File: src/rtl/instr_encoder_loader_pkg.sv
// Shared types and RV32I encoding constants for the IMEM loader.
// The opcode/funct constants are the same ones the control decoder matches on.
package instr_encoder_loader_pkg;

   // Symbolic micro-op kinds. Codes 12..15 are left unused, so they reach the loader as illegal ops.
   typedef enum logic [3:0] {
      OP_ADD  = 4'd0,
      OP_SUB  = 4'd1,
      OP_ADDI = 4'd2,
      OP_SLL  = 4'd3,
      OP_SLLI = 4'd4,
      OP_SRL  = 4'd5,
      OP_SRLI = 4'd6,
      OP_SRA  = 4'd7,
      OP_SRAI = 4'd8,
      OP_LW   = 4'd9,
      OP_SW   = 4'd10,
      OP_BEQ  = 4'd11
   } enc_op_type;

   typedef enum logic [1:0] {
      ERR_NONE     = 2'd0,
      ERR_RANGE    = 2'd1,
      ERR_ILLEGAL  = 2'd2,
      ERR_OVERFLOW = 2'd3
   } err_type;

   typedef enum logic [1:0] {
      ST_IDLE  = 2'd0,
      ST_RUN   = 2'd1,
      ST_DONE  = 2'd2,
      ST_ERROR = 2'd3
   } state_type;

   localparam logic [6:0] OPC_OP     = 7'b0110011;
   localparam logic [6:0] OPC_OP_IMM = 7'b0010011;
   localparam logic [6:0] OPC_LOAD   = 7'b0000011;
   localparam logic [6:0] OPC_STORE  = 7'b0100011;
   localparam logic [6:0] OPC_BRANCH = 7'b1100011;

   localparam logic [2:0] F3_ADD_SUB = 3'b000;
   localparam logic [2:0] F3_SLL     = 3'b001;
   localparam logic [2:0] F3_SRL_SRA = 3'b101;
   localparam logic [2:0] F3_LW_SW   = 3'b010;
   localparam logic [2:0] F3_BEQ     = 3'b000;

   localparam logic [6:0] F7_BASE = 7'b0000000;
   localparam logic [6:0] F7_ALT  = 7'b0100000;

   // True when the 32-bit two's-complement value lies in [lo, hi].
   function automatic logic in_range(input logic [31:0] v, input int lo, input int hi);
      return ($signed(v) >= lo) && ($signed(v) <= hi);
   endfunction

endpackage

File: src/rtl/instr_encoder_loader_rv_field_packer.sv
// Combinational RV32I packer: one micro-op in, one instruction word plus legality flags out.
module rv_field_packer
   import instr_encoder_loader_pkg::*;
(
   input  enc_op_type  enc_op,
   input  logic [4:0]  rd,
   input  logic [4:0]  rs1,
   input  logic [4:0]  rs2,
   input  logic [31:0] imm,
   output logic [31:0] word,
   output logic        range_ok,
   output logic        legal
);

   logic imm12_ok;
   logic shamt_ok;
   logic branch_ok;

   // Immediate range checks for the three immediate flavours.
   always_comb begin
      imm12_ok  = in_range(imm, -2048, 2047);
      shamt_ok  = (imm[31:5] == 27'd0);
      branch_ok = in_range(imm, -4096, 4094) && !imm[0];
   end

   // Field packing; an unknown op code yields a zero word and legal=0.
   always_comb begin
      word     = '0;
      range_ok = 1'b1;
      legal    = 1'b1;
      case (enc_op)
         OP_ADD:  word = {F7_BASE, rs2, rs1, F3_ADD_SUB, rd, OPC_OP};
         OP_SUB:  word = {F7_ALT,  rs2, rs1, F3_ADD_SUB, rd, OPC_OP};
         OP_SLL:  word = {F7_BASE, rs2, rs1, F3_SLL,     rd, OPC_OP};
         OP_SRL:  word = {F7_BASE, rs2, rs1, F3_SRL_SRA, rd, OPC_OP};
         OP_SRA:  word = {F7_ALT,  rs2, rs1, F3_SRL_SRA, rd, OPC_OP};
         OP_ADDI: begin
            word     = {imm[11:0], rs1, F3_ADD_SUB, rd, OPC_OP_IMM};
            range_ok = imm12_ok;
         end
         OP_SLLI: begin
            word     = {F7_BASE, imm[4:0], rs1, F3_SLL, rd, OPC_OP_IMM};
            range_ok = shamt_ok;
         end
         OP_SRLI: begin
            word     = {F7_BASE, imm[4:0], rs1, F3_SRL_SRA, rd, OPC_OP_IMM};
            range_ok = shamt_ok;
         end
         OP_SRAI: begin
            word     = {F7_ALT, imm[4:0], rs1, F3_SRL_SRA, rd, OPC_OP_IMM};
            range_ok = shamt_ok;
         end
         OP_LW: begin
            word     = {imm[11:0], rs1, F3_LW_SW, rd, OPC_LOAD};
            range_ok = imm12_ok;
         end
         OP_SW: begin
            word     = {imm[11:5], rs2, rs1, F3_LW_SW, imm[4:0], OPC_STORE};
            range_ok = imm12_ok;
         end
         OP_BEQ: begin
            word     = {imm[12], imm[10:5], rs2, rs1, F3_BEQ, imm[4:1], imm[11], OPC_BRANCH};
            range_ok = branch_ok;
         end
         default: legal = 1'b0;
      endcase
   end

endmodule

File: src/rtl/instr_encoder_loader.sv
// IMEM loader: accepts micro-ops, encodes them to RV32I and writes one word per cycle.
// A transferred op becomes a registered write strobe in the following cycle.
module instr_encoder_loader
   import instr_encoder_loader_pkg::*;
#(
   parameter int                    IMEM_DEPTH = 256,
   parameter int                    ADDR_WIDTH = 32,
   parameter logic [ADDR_WIDTH-1:0] BASE_ADDR  = '0
)(
   input  logic                          clk,
   input  logic                          rst,
   input  logic                          start,
   input  logic                          op_valid,
   output logic                          op_ready,
   input  logic                          op_last,
   input  enc_op_type                    enc_op,
   input  logic [4:0]                    rd,
   input  logic [4:0]                    rs1,
   input  logic [4:0]                    rs2,
   input  logic [31:0]                   imm,
   output logic                          imem_we,
   output logic [ADDR_WIDTH-1:0]         imem_addr,
   output logic [31:0]                   imem_wdata,
   output logic                          busy,
   output logic                          done,
   output logic                          error,
   output err_type                       err_code,
   output logic [$clog2(IMEM_DEPTH):0]   word_count
);

   localparam int CW = $clog2(IMEM_DEPTH) + 1;

   state_type             state_q, state_d;
   logic [CW-1:0]         word_count_q, word_count_d;
   logic                  last_seen_q, last_seen_d;
   err_type               err_q, err_d;
   logic                  imem_we_q, imem_we_d;
   logic [ADDR_WIDTH-1:0] imem_addr_q, imem_addr_d;
   logic [31:0]           imem_wdata_q, imem_wdata_d;

   logic [31:0] enc_word;
   logic        enc_range_ok;
   logic        enc_legal;
   logic [CW:0] occupancy;
   logic        room;
   logic        transfer;

   rv_field_packer u_packer (
      .enc_op   (enc_op),
      .rd       (rd),
      .rs1      (rs1),
      .rs2      (rs2),
      .imm      (imm),
      .word     (enc_word),
      .range_ok (enc_range_ok),
      .legal    (enc_legal)
   );

   // Words committed so far, counting the one still sitting in the output register.
   always_comb begin
      occupancy = {1'b0, word_count_q} + (CW + 1)'(imem_we_q);
      room      = occupancy < (CW + 1)'(IMEM_DEPTH);
      op_ready  = (state_q == ST_RUN) && !last_seen_q && room;
      transfer  = op_valid && op_ready;
   end

   // Next-state, write-stage and error-latch logic.
   always_comb begin
      state_d      = state_q;
      word_count_d = word_count_q + CW'(imem_we_q);
      last_seen_d  = last_seen_q;
      err_d        = err_q;
      imem_we_d    = 1'b0;
      imem_addr_d  = imem_addr_q;
      imem_wdata_d = imem_wdata_q;
      case (state_q)
         ST_RUN: begin
            if (transfer && !enc_legal) begin
               state_d = ST_ERROR;
               err_d   = ERR_ILLEGAL;
            end else if (transfer && !enc_range_ok) begin
               state_d = ST_ERROR;
               err_d   = ERR_RANGE;
            end else if (transfer) begin
               imem_we_d    = 1'b1;
               imem_addr_d  = BASE_ADDR + ADDR_WIDTH'({occupancy, 2'b00});
               imem_wdata_d = enc_word;
               last_seen_d  = op_last;
            end else if (last_seen_q && imem_we_q) begin
               // The final word is being written this cycle.
               state_d = ST_DONE;
            end else if (!last_seen_q && op_valid && !room) begin
               state_d = ST_ERROR;
               err_d   = ERR_OVERFLOW;
            end
         end
         default: begin
            if (start) begin
               state_d      = ST_RUN;
               word_count_d = '0;
               last_seen_d  = 1'b0;
               err_d        = ERR_NONE;
            end
         end
      endcase
   end

   // State and output registers; reset drops any pending write.
   always_ff @(posedge clk or posedge rst) begin
      if (rst) begin
         state_q      <= ST_IDLE;
         word_count_q <= '0;
         last_seen_q  <= 1'b0;
         err_q        <= ERR_NONE;
         imem_we_q    <= 1'b0;
         imem_addr_q  <= '0;
         imem_wdata_q <= '0;
      end else begin
         state_q      <= state_d;
         word_count_q <= word_count_d;
         last_seen_q  <= last_seen_d;
         err_q        <= err_d;
         imem_we_q    <= imem_we_d;
         imem_addr_q  <= imem_addr_d;
         imem_wdata_q <= imem_wdata_d;
      end
   end

   assign imem_we    = imem_we_q;
   assign imem_addr  = imem_addr_q;
   assign imem_wdata = imem_wdata_q;
   assign busy       = (state_q == ST_RUN);
   assign done       = (state_q == ST_DONE);
   assign error      = (state_q == ST_ERROR);
   assign err_code   = err_q;
   assign word_count = word_count_q;

endmodule

File: config.mk
export PLATFORM = sky130hd
export DESIGN_NAME = instr_encoder_loader
export DESIGN_NICKNAME = d
export VERILOG_FILES = /design/src/rtl/instr_encoder_loader_pkg.sv /design/src/rtl/instr_encoder_loader_rv_field_packer.sv /design/src/rtl/instr_encoder_loader.sv
export SDC_FILE = /design/constraint.sdc
export NUM_CORES = 1
export LEC_CHECK = 0
export CAP_MARGIN = 20
export CELL_PAD_IN_SITES_DETAIL_PLACEMENT = 0
export CELL_PAD_IN_SITES_GLOBAL_PLACEMENT = 1
export CORE_MARGIN = 2
export CORE_UTILIZATION = 46
export DETAILED_ROUTE_END_ITERATION = 8
export DONT_BUFFER_PORTS = 1
export HOLD_SLACK_MARGIN = 0.05
export PLACE_DENSITY_LB_ADDON = 0.2
export RECOVER_POWER = 50
export SKIP_CTS_REPAIR_TIMING = 1
export SLEW_MARGIN = 20
export SYNTH_ARGS = -nofsm -noshare
export SYNTH_HDL_FRONTEND = slang
export SYNTH_SLANG_ARGS = --single-unit
File: constraint.sdc
create_clock -name clk -period 2.82 [get_ports clk]
set_clock_uncertainty 0.05 [all_clocks]
set_input_delay 0.282 -clock clk [delete_from_list [all_inputs] [get_ports clk]]
set_output_delay 0.282 -clock clk [all_outputs]
set_load 0.01 [all_outputs]
# Yosys cells after proc, flatten, opt, wreduce, memory -nomap -nowiden
# Cells that the tools add are included.
dict set report op_classes {
  add_sub_neg 2
  magnitude_cmp 5
  eq_ne 21
  muxes 27
  bitwise 2
  n_reduce_logical 26
}
# cell n
set ops {}
lappend ops {{one-hot mux 32 bit (12 select lines)} 1}
lappend ops {{>= comparator 32 x 12 -> 1 bit (second input constant)} 1}
lappend ops {{>= comparator 32 x 13 -> 1 bit (second input constant)} 1}
lappend ops {{<= comparator 32 x 12 -> 1 bit (second input constant)} 1}
lappend ops {{<= comparator 32 x 13 -> 1 bit (second input constant)} 1}
lappend ops {{logical NOT 27 bit} 1}
lappend ops {{two-way mux 2 bit} 13}
lappend ops {{two-way mux 9 bit} 2}
lappend ops {{equality test 4 x 3 -> 1 bit (second input constant)} 4}
lappend ops {{equality test 4 bit (second input constant)} 4}
lappend ops {{AND reduction 4 bit} 3}
lappend ops {{OR reduction 12 bit} 1}
lappend ops {{logical AND 1 bit} 11}
lappend ops {{adder 9 x 1 -> 10 bit} 1}
lappend ops {{< comparator 10 x 9 -> 1 bit (second input constant)} 1}
lappend ops {{two-way mux 1 bit} 10}
lappend ops {{adder 9 x 1 -> 9 bit} 1}
lappend ops {{equality test 4 x 2 -> 1 bit (second input constant)} 2}
lappend ops {{OR reduction 3 bit} 2}
lappend ops {{logical NOT 1 bit} 5}
lappend ops {{!= test 5 x 1 -> 1 bit (second input constant)} 1}
lappend ops {{equality test 2 bit (second input constant)} 2}
lappend ops {{equality test 4 x 1 -> 1 bit (second input constant)} 1}
lappend ops {{logical NOT 4 bit} 1}
lappend ops {{other kinds (10)} 12}
dict set report totals {
  reg_bits 57
  inputBits 56
  out_inout_bits 80
  word_cells 90
}

# Depth between registers and ports, before layout
# Gate-level depths: netlist (run 1).
dict set report depth {
  word_depth 10
  mapped_depth 10
  ltp_nobuf 9
}

# By module
# Synthesis (run 1) repeated with hierarchy kept, for this count alone.
dict set report unflattened {
  cells_unflattened 309
  hier_area_um2 3402.0
}
# module n_inst cells_per_inst area_per_inst_um2 seq_area_each_um2
set modules_own_cells {}
lappend modules_own_cells {instr_encoder_loader 1 191 2648.8 1426.4}
lappend modules_own_cells {rv_field_packer 1 118 753.2 0.0}

# Worst setup path before layout (run 1)
# No wires, ideal clock.
dict set report synth_path {
  kind {flip-flop to flip-flop}
  start {register imem_we_q, in the netlist imem_we}
  end {register imem_addr_q[2], in the netlist imem_addr[2]}
  setup_time_ns 0.125
  arrival_ns 2.189
  t_required_ns 2.645
  slack_ns 0.455
  stages_incl_launch_ff 10
  path_buffers 1
  period_less_slack_ns 2.365
  path_cell_list {dfrtp_1 -> ha_1 -> ha_1 -> nand3_1 -> nor3_2 -> mux2i_1 -> nor2_1 -> o211ai_2 -> buf_6 -> mux2_4}
}
dict set report synth_between {
  elab_chain_len 7
  elab_cells_between_ends 9
  cone_classes {add/sub: 1; order compare: 1; bitwise: 2; reduce/logical: 5}
}
# element line_no
set synth_lines {}
lappend synth_lines {{from (decl)} instr_encoder_loader.sv:37} ;# logic imem_we_q, imem_we_d;
lappend synth_lines {{from (signal assigned)} instr_encoder_loader.sv:123} ;# imem_we_q <= imem_we_d;
lappend synth_lines {{adder 9 x 1 -> 10 bit *} instr_encoder_loader.sv:61} ;# occupancy = {1'b0, word_count_q} + (CW + 1)'(imem_we_q);
lappend synth_lines {{< comparator 10 x 9 -> 1 bit} instr_encoder_loader.sv:62} ;# room = occupancy < (CW + 1)'(IMEM_DEPTH);
lappend synth_lines {{logical AND 1 bit} instr_encoder_loader.sv:63} ;# op_ready = (state_q == ST_RUN) && !last_seen_q && room;
lappend synth_lines {{logical AND 1 bit} instr_encoder_loader.sv:64} ;# transfer = op_valid && op_ready;
lappend synth_lines {{logical AND 1 bit (on tied branches)} {instr_encoder_loader.sv:81, instr_encoder_loader.sv:78}}
lappend synth_lines {{NOT 1 bit (no line)} -}
lappend synth_lines {{AND reduction 4 bit (no line)} -}
lappend synth_lines {{to (signal assigned)} instr_encoder_loader.sv:124} ;# imem_addr_q <= imem_addr_d;
lappend synth_lines {{to (decl)} instr_encoder_loader.sv:38} ;# logic [ADDR_WIDTH-1:0] imem_addr_q, imem_addr_d;
# Every way passes the cells marked *; elsewhere a longest branch is shown, timed or not.
# A chain may end at the register's enable or synchronous reset.

# Final worst setup path (run 1)
dict set report layout_path {
  start {register imem_we_q, in the netlist imem_we}
  end {output port op_ready}
}
dict set report layout_between {
  elab_chain_len 3
}
# element line_no
set layout_lines {}
lappend layout_lines {{adder 9 x 1 -> 10 bit} instr_encoder_loader.sv:61}
lappend layout_lines {{< comparator 10 x 9 -> 1 bit} instr_encoder_loader.sv:62}
lappend layout_lines {{logical AND 1 bit} instr_encoder_loader.sv:63}
lappend layout_lines {{to (decl)} instr_encoder_loader.sv:14} ;# output logic op_ready,
# No other way between the ends.

==> flow_summary.rst, run 1 <==
.. list-table::
   :header-rows: 1

   * - Metric
     - Value
   * - Average routed wire per standard cell
     - 16.41 um
   * - CTS tree
     - built
   * - Library cell used as clock root buffer
     - clkbuf_8
   * - Vert. Die Dim
     - 83.32 um
   * - Critical register-to-register path startpoint
     - imem_we
   * - Port-buffer cells
     - 0
   * - Buffer depth of the longest clock path
     - 2
   * - Met1 track demand over resource
     - 24.17%
   * - Total via count after detailed routing
     - 2,098
   * - Top post-synthesis cells by area
     - dfrtp_1, buf_4, nand2_1
   * - CTS H-Tree Depth
     - 2
   * - Clock-pin slew on the worst setup and hold paths
     - 0.10 ns
   * - Cts bufs inserted
     - 5
   * - Syn_area_per_cell
     - 9.583 sq um
   * - Transition at the pin with the smallest max-transition slack
     - 1.025 ns
   * - Unrepaired setup endpoints after global routing
     - false
   * - First element of the critical path
     - imem_we
   * - Number of cell instances on the worst register-to-register path
     - 9
   * - Most common cell type on the critical path
     - ha_1
   * - Hold-critical path depth
     - 2
   * - Final setup violation count
     - 0
   * - Number of distinct library cells after synthesis
     - 54
   * - Total global-route track usage
     - 17.96%
   * - Final design utilization
     - 50.67%
   * - Met3 track utilization from global routing
     - 6.561%
   * - DRC errors left
     - 0
   * - XOR/XNOR Fraction of Synth Area
     - 2.421%
   * - Destination of the worst hold path
     - imem_wdata[27]
   * - Sinks on the clock net
     - 54
   * - Final HPWL from detailed placement
     - 4.655 mm
   * - Horizontal die dimension
     - 83.32 um
   * - Cell Chain, Critical Path
     - ha_1 > ha_1 > nand3_1 > nor3_2 > mux2i_1 > buf_4 > nor3_1
   * - Final critical delay including setup and external delays
     - 2.573 ns
   * - Synth Area in Simple Gates
     - 17.73%
   * - Async set or reset register ratio after synthesis
     - 100.0%
   * - Capture point of the worst reg-to-reg path
     - imem_wdata[18]
   * - Total gr overflow
     - 0
   * - Yosys warns
     - 0
   * - Global-route wire length before repair
     - 10.42 mm
   * - Worst path required time
     - 2.49 ns
   * - Final design instance area without fill
     - 0.003035 sq mm
   * - Slew HR
     - 31.60%
   * - Sequential fraction of the synthesis area
     - 46.69%
   * - Number of enable-type register cells in the synthesized netlist
     - 0
   * - Static leakage
     - 0.001379 uW
   * - Post-synthesis adder-cell area fraction
     - 0.8647%
   * - Cell with the most instances after synthesis
     - dfrtp_1
   * - Total power per unit cell area
     - 767.5 mW/mm^2
   * - Largest family of logic cells by synthesized area
     - simple AND/OR/NAND/NOR gates
   * - Most instantiated cells after synthesis
     - dfrtp_1, nand2_1, buf_4, nor2_1, o21ai_1
   * - Most common flop cell mapped by yosys
     - dfrtp_1
   * - Total wirelength of the detailed-routed design
     - 6.203 mm
   * - Mapped Area
     - 0.002894 sq mm
   * - First-pass iteration count of the detailed router
     - 4
   * - Count of pins over their slew limit
     - 0
   * - Number of vias per cell after detailed routing
     - 5.550
   * - Critical path startpoint category
     - flop
   * - Synthesis-to-layout area growth
     - 4.885%
   * - Final Hold Vio Count
     - 0
   * - Compound-cell area share of the yosys netlist
     - 16.04%
   * - Vias in the first global route
     - 2,028
   * - Met2 global-route usage
     - 28.45%
   * - Status
     - finished, final reports clean
   * - Cell area after placement
     - 0.002873 sq mm
   * - Number of nets in the final layout
     - 360
   * - Post-synthesis mux area share
     - 6.355%
   * - Pin count of the biggest net entering global routing
     - 51
   * - Ports
     - 136
   * - Layout cells sized above 1
     - 10.23%
   * - Number of storage elements in the synthesis netlist
     - 54
   * - Layer carrying the most global-route usage
     - met2
   * - Worst slack after detailed placement
     - 0.2913 ns
   * - Startpoint of the most critical hold path
     - imm[7]
   * - Die Footprint
     - 0.006942 sq mm
   * - Total negative slack for setup checks
     - 0 ns
   * - Starting density of the core
     - 48.31%
   * - Row count
     - 28
   * - Instance count of the mapped netlist
     - 302
   * - Number of antenna repair diodes
     - 0
   * - Final WS setup
     - 0.2468 ns
   * - Hold/Removal Path Class
     - primary input to flop
   * - Maximum capacitance violations
     - 0
   * - Slowest stage delay, CP
     - 0.43 ns
   * - Endpoint type of the worst setup path
     - primary output
   * - Setup slack on the worst flop-to-flop path
     - 0.30 ns
   * - Maximum clock rate
     - 0.3886 GHz
   * - Worst IR Drop VDD
     - 0.0004041 V
   * - Placer congestion estimate
     - 0.8141
   * - Proportion of netlist area held by the largest area contributor
     - 46.69%
   * - Maximum fanout along the worst path
     - 3
   * - Placeable core region
     - 0.005991 sq mm
   * - DRT iter0 DRCs
     - 93
   * - Highest-delay cell along the critical path
     - dfrtp_1
   * - Cell type with the largest total area after synthesis
     - dfrtp_1
   * - Later-pin clock latency in the skew report
     - 0.30 ns
   * - Arrival time reported for the critical path endpoint
     - 2.24 ns
   * - Antenna violations before repair
     - 0
   * - Critical path class
     - flop to primary output
   * - Share of the cycle needed by the critical path after routing
     - 91.25%
   * - DRT antenna net count
     - 0
==> kinds of logic after synthesis <==
kind of cell,count (synthesis)
AND/OR/NAND/NOR,108
AO/OA/AOI/OAI,68
flip-flops,54
buffers and inverters,47
multiplexers,14
XOR/XNOR,8
adder cells (fa/ha/maj),2
other,1
==> final cells by class <==
type                            count  area, sq um
Fill cell                         568         2955
Multi-Input combinational cell    224         1355
Sequential cell                    54         1351
Tap cell                           75        93.84
Timing Repair Buffer                9        92.59
Clock buffer                        5        68.82
Clock inverter                      3        43.79
Inverter                            8        30.03
==> worst max path at each step <==
| stage | to | slack (ns) | cells past startpoint |
|---|---|---|---|
| 4_1_cts | op_ready | 0.19 | 7 |
| 3_5_place_dp | imem_wdata[17] | 0.29 | 9 |
| 6_report | op_ready | 0.25 | 7 |
| 3_3_place_gp | imem_wdata[17] | 0.37 | 9 |
| 5_1_grt | op_ready | 0.03 | 7 |
| 2_1_floorplan | imem_addr[2] | 0.46 | 9 |
==> flip-flops by register name, indices dropped and copies added, names as in the netlist <==
register / count
state_q: 2
imem_we: 1
err_code: 2
imem_wdata: 29
imem_addr: 10
word_count: 9
last_seen_q: 1
==> critical path, delay by kind of cell (launching register included) <==
kind | cells | cell delay, ns
AND/OR/NAND/NOR | 3 | 0.84
flip-flops | 1 | 0.43
multiplexers | 1 | 0.14
adder cells (fa/ha/maj) | 2 | 0.37
buffers and inverters | 1 | 0.16
==> stage by stage <==
step	power (uW)	cells	hold slack, ns
floorplan	1733	325	0.3126
finish	2330	378	0.05128
CTS	2362	373	-0.1248
detailed placement	1835	365	0.2087
global placement	1819	365	0.2062
global route	2489	378	0.05242
==> placed cells by master (no fill, tap or decap), types with 7 or more instances in the layout <==
master and instances:
dfrtp_1 54, nand2_1 43, nor2_1 25, o21ai_1 25, conb_1 24, a22oi_1 10
mux2_4 8, nand3_1 7, a21oi_1 7
==> per-layer routing <==
layer,wire [um],part of all wire (%),vias up
li1,-,-,1011
met1,2688,43,987
met2,2908,47,95
met3,578,9.3,5
met4,27,0.44,0
met5,0,0,-
==> report_power, final <==
group / switching [uW] / leakage, uW / internal [uW]
Clock: 248 / 0.0000585 / 266
Sequential: 283 / 0.000703 / 1000
Combinational: 279 / 0.000617 / 248
(Power assumes the default switching activity.)
==> run 2: changes to the inputs <==
clock period = 2.6 ns   (was 2.82 ns; I/O delays follow)
==> run 2 against run 1 <==
  * Total power grew 11%
  * Final cell count grew 2.9%
  * Setup slack gained 0.011 ns
  * Critical path depth grew 2
  * Die area is the same
  * First-iteration DRC count shrank 17%
  * Flip-flop and latch count is the same
  * Wire length grew 2.7%
  * Via count grew 2.2%
  * Sequential power grew 8%
  * Largest cell class unchanged
  * Highest routed layer unchanged
==> flow_summary.rst, run 2 (synthesized netlist as in run 1, its figures left out) <==
.. list-table::
   :header-rows: 1

   * - Metric
     - Value
   * - Cell Chain, Critical Path
     - ha_1 > ha_1 > nand3_1 > nor3_4 > mux2i_2 > nor2_1 > o211ai_4 > buf_12 > mux2_4 (was ha_1 > ha_1 > nand3_1 > nor3_2 > mux2i_1 > buf_4 > nor3_1)
   * - Final HPWL from detailed placement
     - 4.647 mm (was 4.655 mm)
   * - Buffer depth of the longest clock path
     - 2 (unchanged)
   * - Leading cell types in the layout, fill and taps excluded
     - dfrtp_1, nand2_1, nor2_1, o21ai_1, conb_1 (unchanged)
   * - Static leakage
     - 0.001449 uW (was 0.001379 uW)
   * - Final setup violation count
     - 0 (unchanged)
   * - Switching part of the total power
     - 35.09% (was 34.79%)
   * - Number of vias per cell after detailed routing
     - 5.514 (was 5.550)
   * - Cts bufs inserted
     - 5 (unchanged)
   * - Highest-delay cell along the critical path
     - dfrtp_1 (unchanged)
   * - Design internal power
     - 1677 uW (was 1519 uW)
   * - Placer congestion estimate
     - 0.7962 (was 0.8141)
   * - Total negative slack for setup checks
     - 0 ns (unchanged)
   * - Net switching component of the power
     - 906.5 uW (was 810.4 uW)
   * - Share of power burned in registers
     - 53.8% (was 55.3%)
   * - Number of fill cells
     - 549 (was 568)
   * - Row count
     - 28 (unchanged)
   * - Starting density of the core
     - 48.31% (unchanged)
   * - Part of the total power dissipated in the clock network
     - 22.7% (was 22.1%)
   * - CTS H-Tree Depth
     - 2 (unchanged)
   * - Register area
     - 0.001351 sq mm (unchanged)
   * - Critical path class
     - flop to flop (was flop to primary output)
   * - Later-pin clock latency in the skew report
     - 0.32 ns (was 0.30 ns)
   * - Total gr overflow
     - 0 (unchanged)
   * - Arrival time reported for the critical path endpoint
     - 2.51 ns (was 2.24 ns)
   * - Library cell used as clock root buffer
     - clkbuf_8 (unchanged)
   * - Antenna violations before repair
     - 0 (unchanged)
   * - Pin count of the biggest net entering global routing
     - 55 (was 51)
   * - Largest delay contributor family on the critical path
     - multiplexers (was simple AND/OR/NAND/NOR gates)
   * - Endpoint type of the worst setup path
     - flop (was primary output)
   * - Unrepaired setup endpoints after global routing
     - false (unchanged)
   * - Final critical delay including setup and external delays
     - 2.342 ns
   * - Maximum fanout along the worst path
     - 50 (was 3)
   * - Status
     - finished, final reports clean (unchanged)
   * - Vias in the first global route
     - 1,976 (was 2,028)
   * - Path length in cells of the critical path
     - 9 (was 7)
   * - Hold/Removal Path Class
     - primary input to flop (unchanged)
   * - CTS tree
     - built (unchanged)
   * - Maximum clock rate
     - 0.4269 GHz
   * - Number of nets in the final layout
     - 371 (was 360)
   * - Multi-input combinational cell area
     - 0.001370 sq mm (was 0.001355 sq mm)
   * - Worst path required time
     - 2.76 ns (was 2.49 ns)
   * - Synthesis-to-layout area growth
     - 9.252% (was 4.885%)
   * - DRT antenna net count
     - 0 (unchanged)
   * - Placeable core region
     - 0.005991 sq mm (unchanged)
   * - Most common cell type on the critical path
     - ha_1 (unchanged)
   * - Slew HR
     - 11.96% (was 31.60%)
   * - First-pass iteration count of the detailed router
     - 4 (unchanged)
   * - Ports
     - 136 (unchanged)
   * - Total wirelength of the detailed-routed design
     - 6.369 mm (was 6.203 mm)
   * - Total global-route track usage
     - 18.14% (was 17.96%)
   * - Final Hold Vio Count
     - 0 (unchanged)
   * - Overall power consumption
     - 2583 uW (was 2330 uW)
   * - Leading cell type in the layout, fill and taps excluded
     - dfrtp_1 (unchanged)
   * - Worst IR Drop VDD
     - 0.0004788 V (was 0.0004041 V)
   * - Total power per unit cell area
     - 817.1 mW/mm^2 (was 767.5 mW/mm^2)
   * - Number of cell instances on the worst register-to-register path
     - 9 (unchanged)
   * - Global-route wire length before repair
     - 10.36 mm (was 10.42 mm)
   * - Hold slack
     - 0.05656 ns (was 0.05128 ns)
   * - Critical path startpoint category
     - flop (unchanged)
   * - Die Footprint
     - 0.006942 sq mm (unchanged)
   * - Number of flip-flops in the largest register
     - 29 (unchanged)
   * - Total via count after detailed routing
     - 2,145 (was 2,098)
   * - Worst path bufs/invs
     - 1 (unchanged)
   * - Horizontal die dimension
     - 83.32 um (unchanged)
   * - DRC errors left
     - 0 (unchanged)
   * - Share of the cycle needed by the critical path after routing
     - 90.09%
   * - Port-buffer cells
     - 0 (unchanged)
   * - DRT iter0 DRCs
     - 77 (was 93)
   * - Hold-critical path depth
     - 2 (unchanged)
   * - Clock-pin slew on the worst setup and hold paths
     - 0.11 ns (was 0.10 ns)
   * - Average routed wire per standard cell
     - 16.37 um (was 16.41 um)
   * - Number of antenna repair diodes
     - 0 (unchanged)
   * - Transition at the pin with the smallest max-transition slack
     - 1.321 ns (was 1.025 ns)
   * - Sinks on the clock net
     - 54 (unchanged)
   * - Vert. Die Dim
     - 83.32 um (unchanged)
   * - Maximum capacitance violations
     - 0 (unchanged)
   * - Slowest stage delay, CP
     - 0.36 ns (was 0.43 ns)
   * - Setup slack on the worst flop-to-flop path
     - 0.26 ns (was 0.30 ns)
   * - Layout cells sized above 1
     - 11.15% (was 10.23%)
   * - Count of pins over their slew limit
     - 0 (unchanged)
   * - Combinational share of power
     - 23.5% (was 22.6%)
run 2: path summary, 6_finish.rpt:
path | from | to
min in group asynchronous | rst | imem_addr[3]
max in group asynchronous | rst | imem_wdata[31]
worst min-delay path | enc_op[2] | imem_wdata[12]
worst max register to register | imem_we | imem_wdata[5]
worst min register to register | imem_wdata[29] | imem_wdata[29]
worst max-delay path | imem_we | imem_wdata[5]
run 2: power by group through the flow:
stage,clock (uW),combinational (uW),sequential [uW]
2_1_floorplan,0,530,1350
3_3_place_gp,0,582,1410
3_5_place_dp,0,597,1410
4_1_cts,602,599,1400
5_1_grt,640,696,1430
6_report,588,607,1390
run 2: per-stage QoR:
step           setup WS, ns  util, %  instance area [sq um]  cells
2_1_floorplan        0.2355        -                   2980    325
3_3_place_gp         0.2508    48.41                   2900    367
3_5_place_dp         0.1845    48.41                   2900    367
4_1_cts              0.1122    50.38                   3018    375
5_1_grt             0.05092    52.78                   3162    389
6_report             0.2575    52.78                   3162    389
run 2: per-layer routing:
| metal | global-route usage (%) | up-vias | share of wire, % | wire length [um] |
|---|---|---|---|---|
| met5 | 0 | - | 0 | 0 |
| met4 | 4.322 | 0 | 0.71 | 45 |
| met3 | 6.660 | 7 | 8.2 | 520 |
| met2 | 28.81 | 83 | 47 | 3019 |
| met1 | 23.66 | 1022 | 44 | 2783 |
| li1 | - | 1033 | - | - |
run 2: cell type report:
type	instances	share of cell area, %
Tap cell	75	2.968
Multi-Input combinational cell	224	43.33
Clock buffer	5	2.176
Sequential cell	54	42.74
Inverter	8	0.9497
Timing Repair Buffer	20	6.292
Clock inverter	3	1.543
run 2: worst reg2reg max path, delay by kind of cell, from the launching register on:
family	cells	cell delay, ns
AOI/OAI and AO/OA	1	0.11
adders and majority gates	2	0.34
buffers and inverters	1	0.25
DFF	1	0.36
muxes	2	0.59
and+or+nand+nor	3	0.54
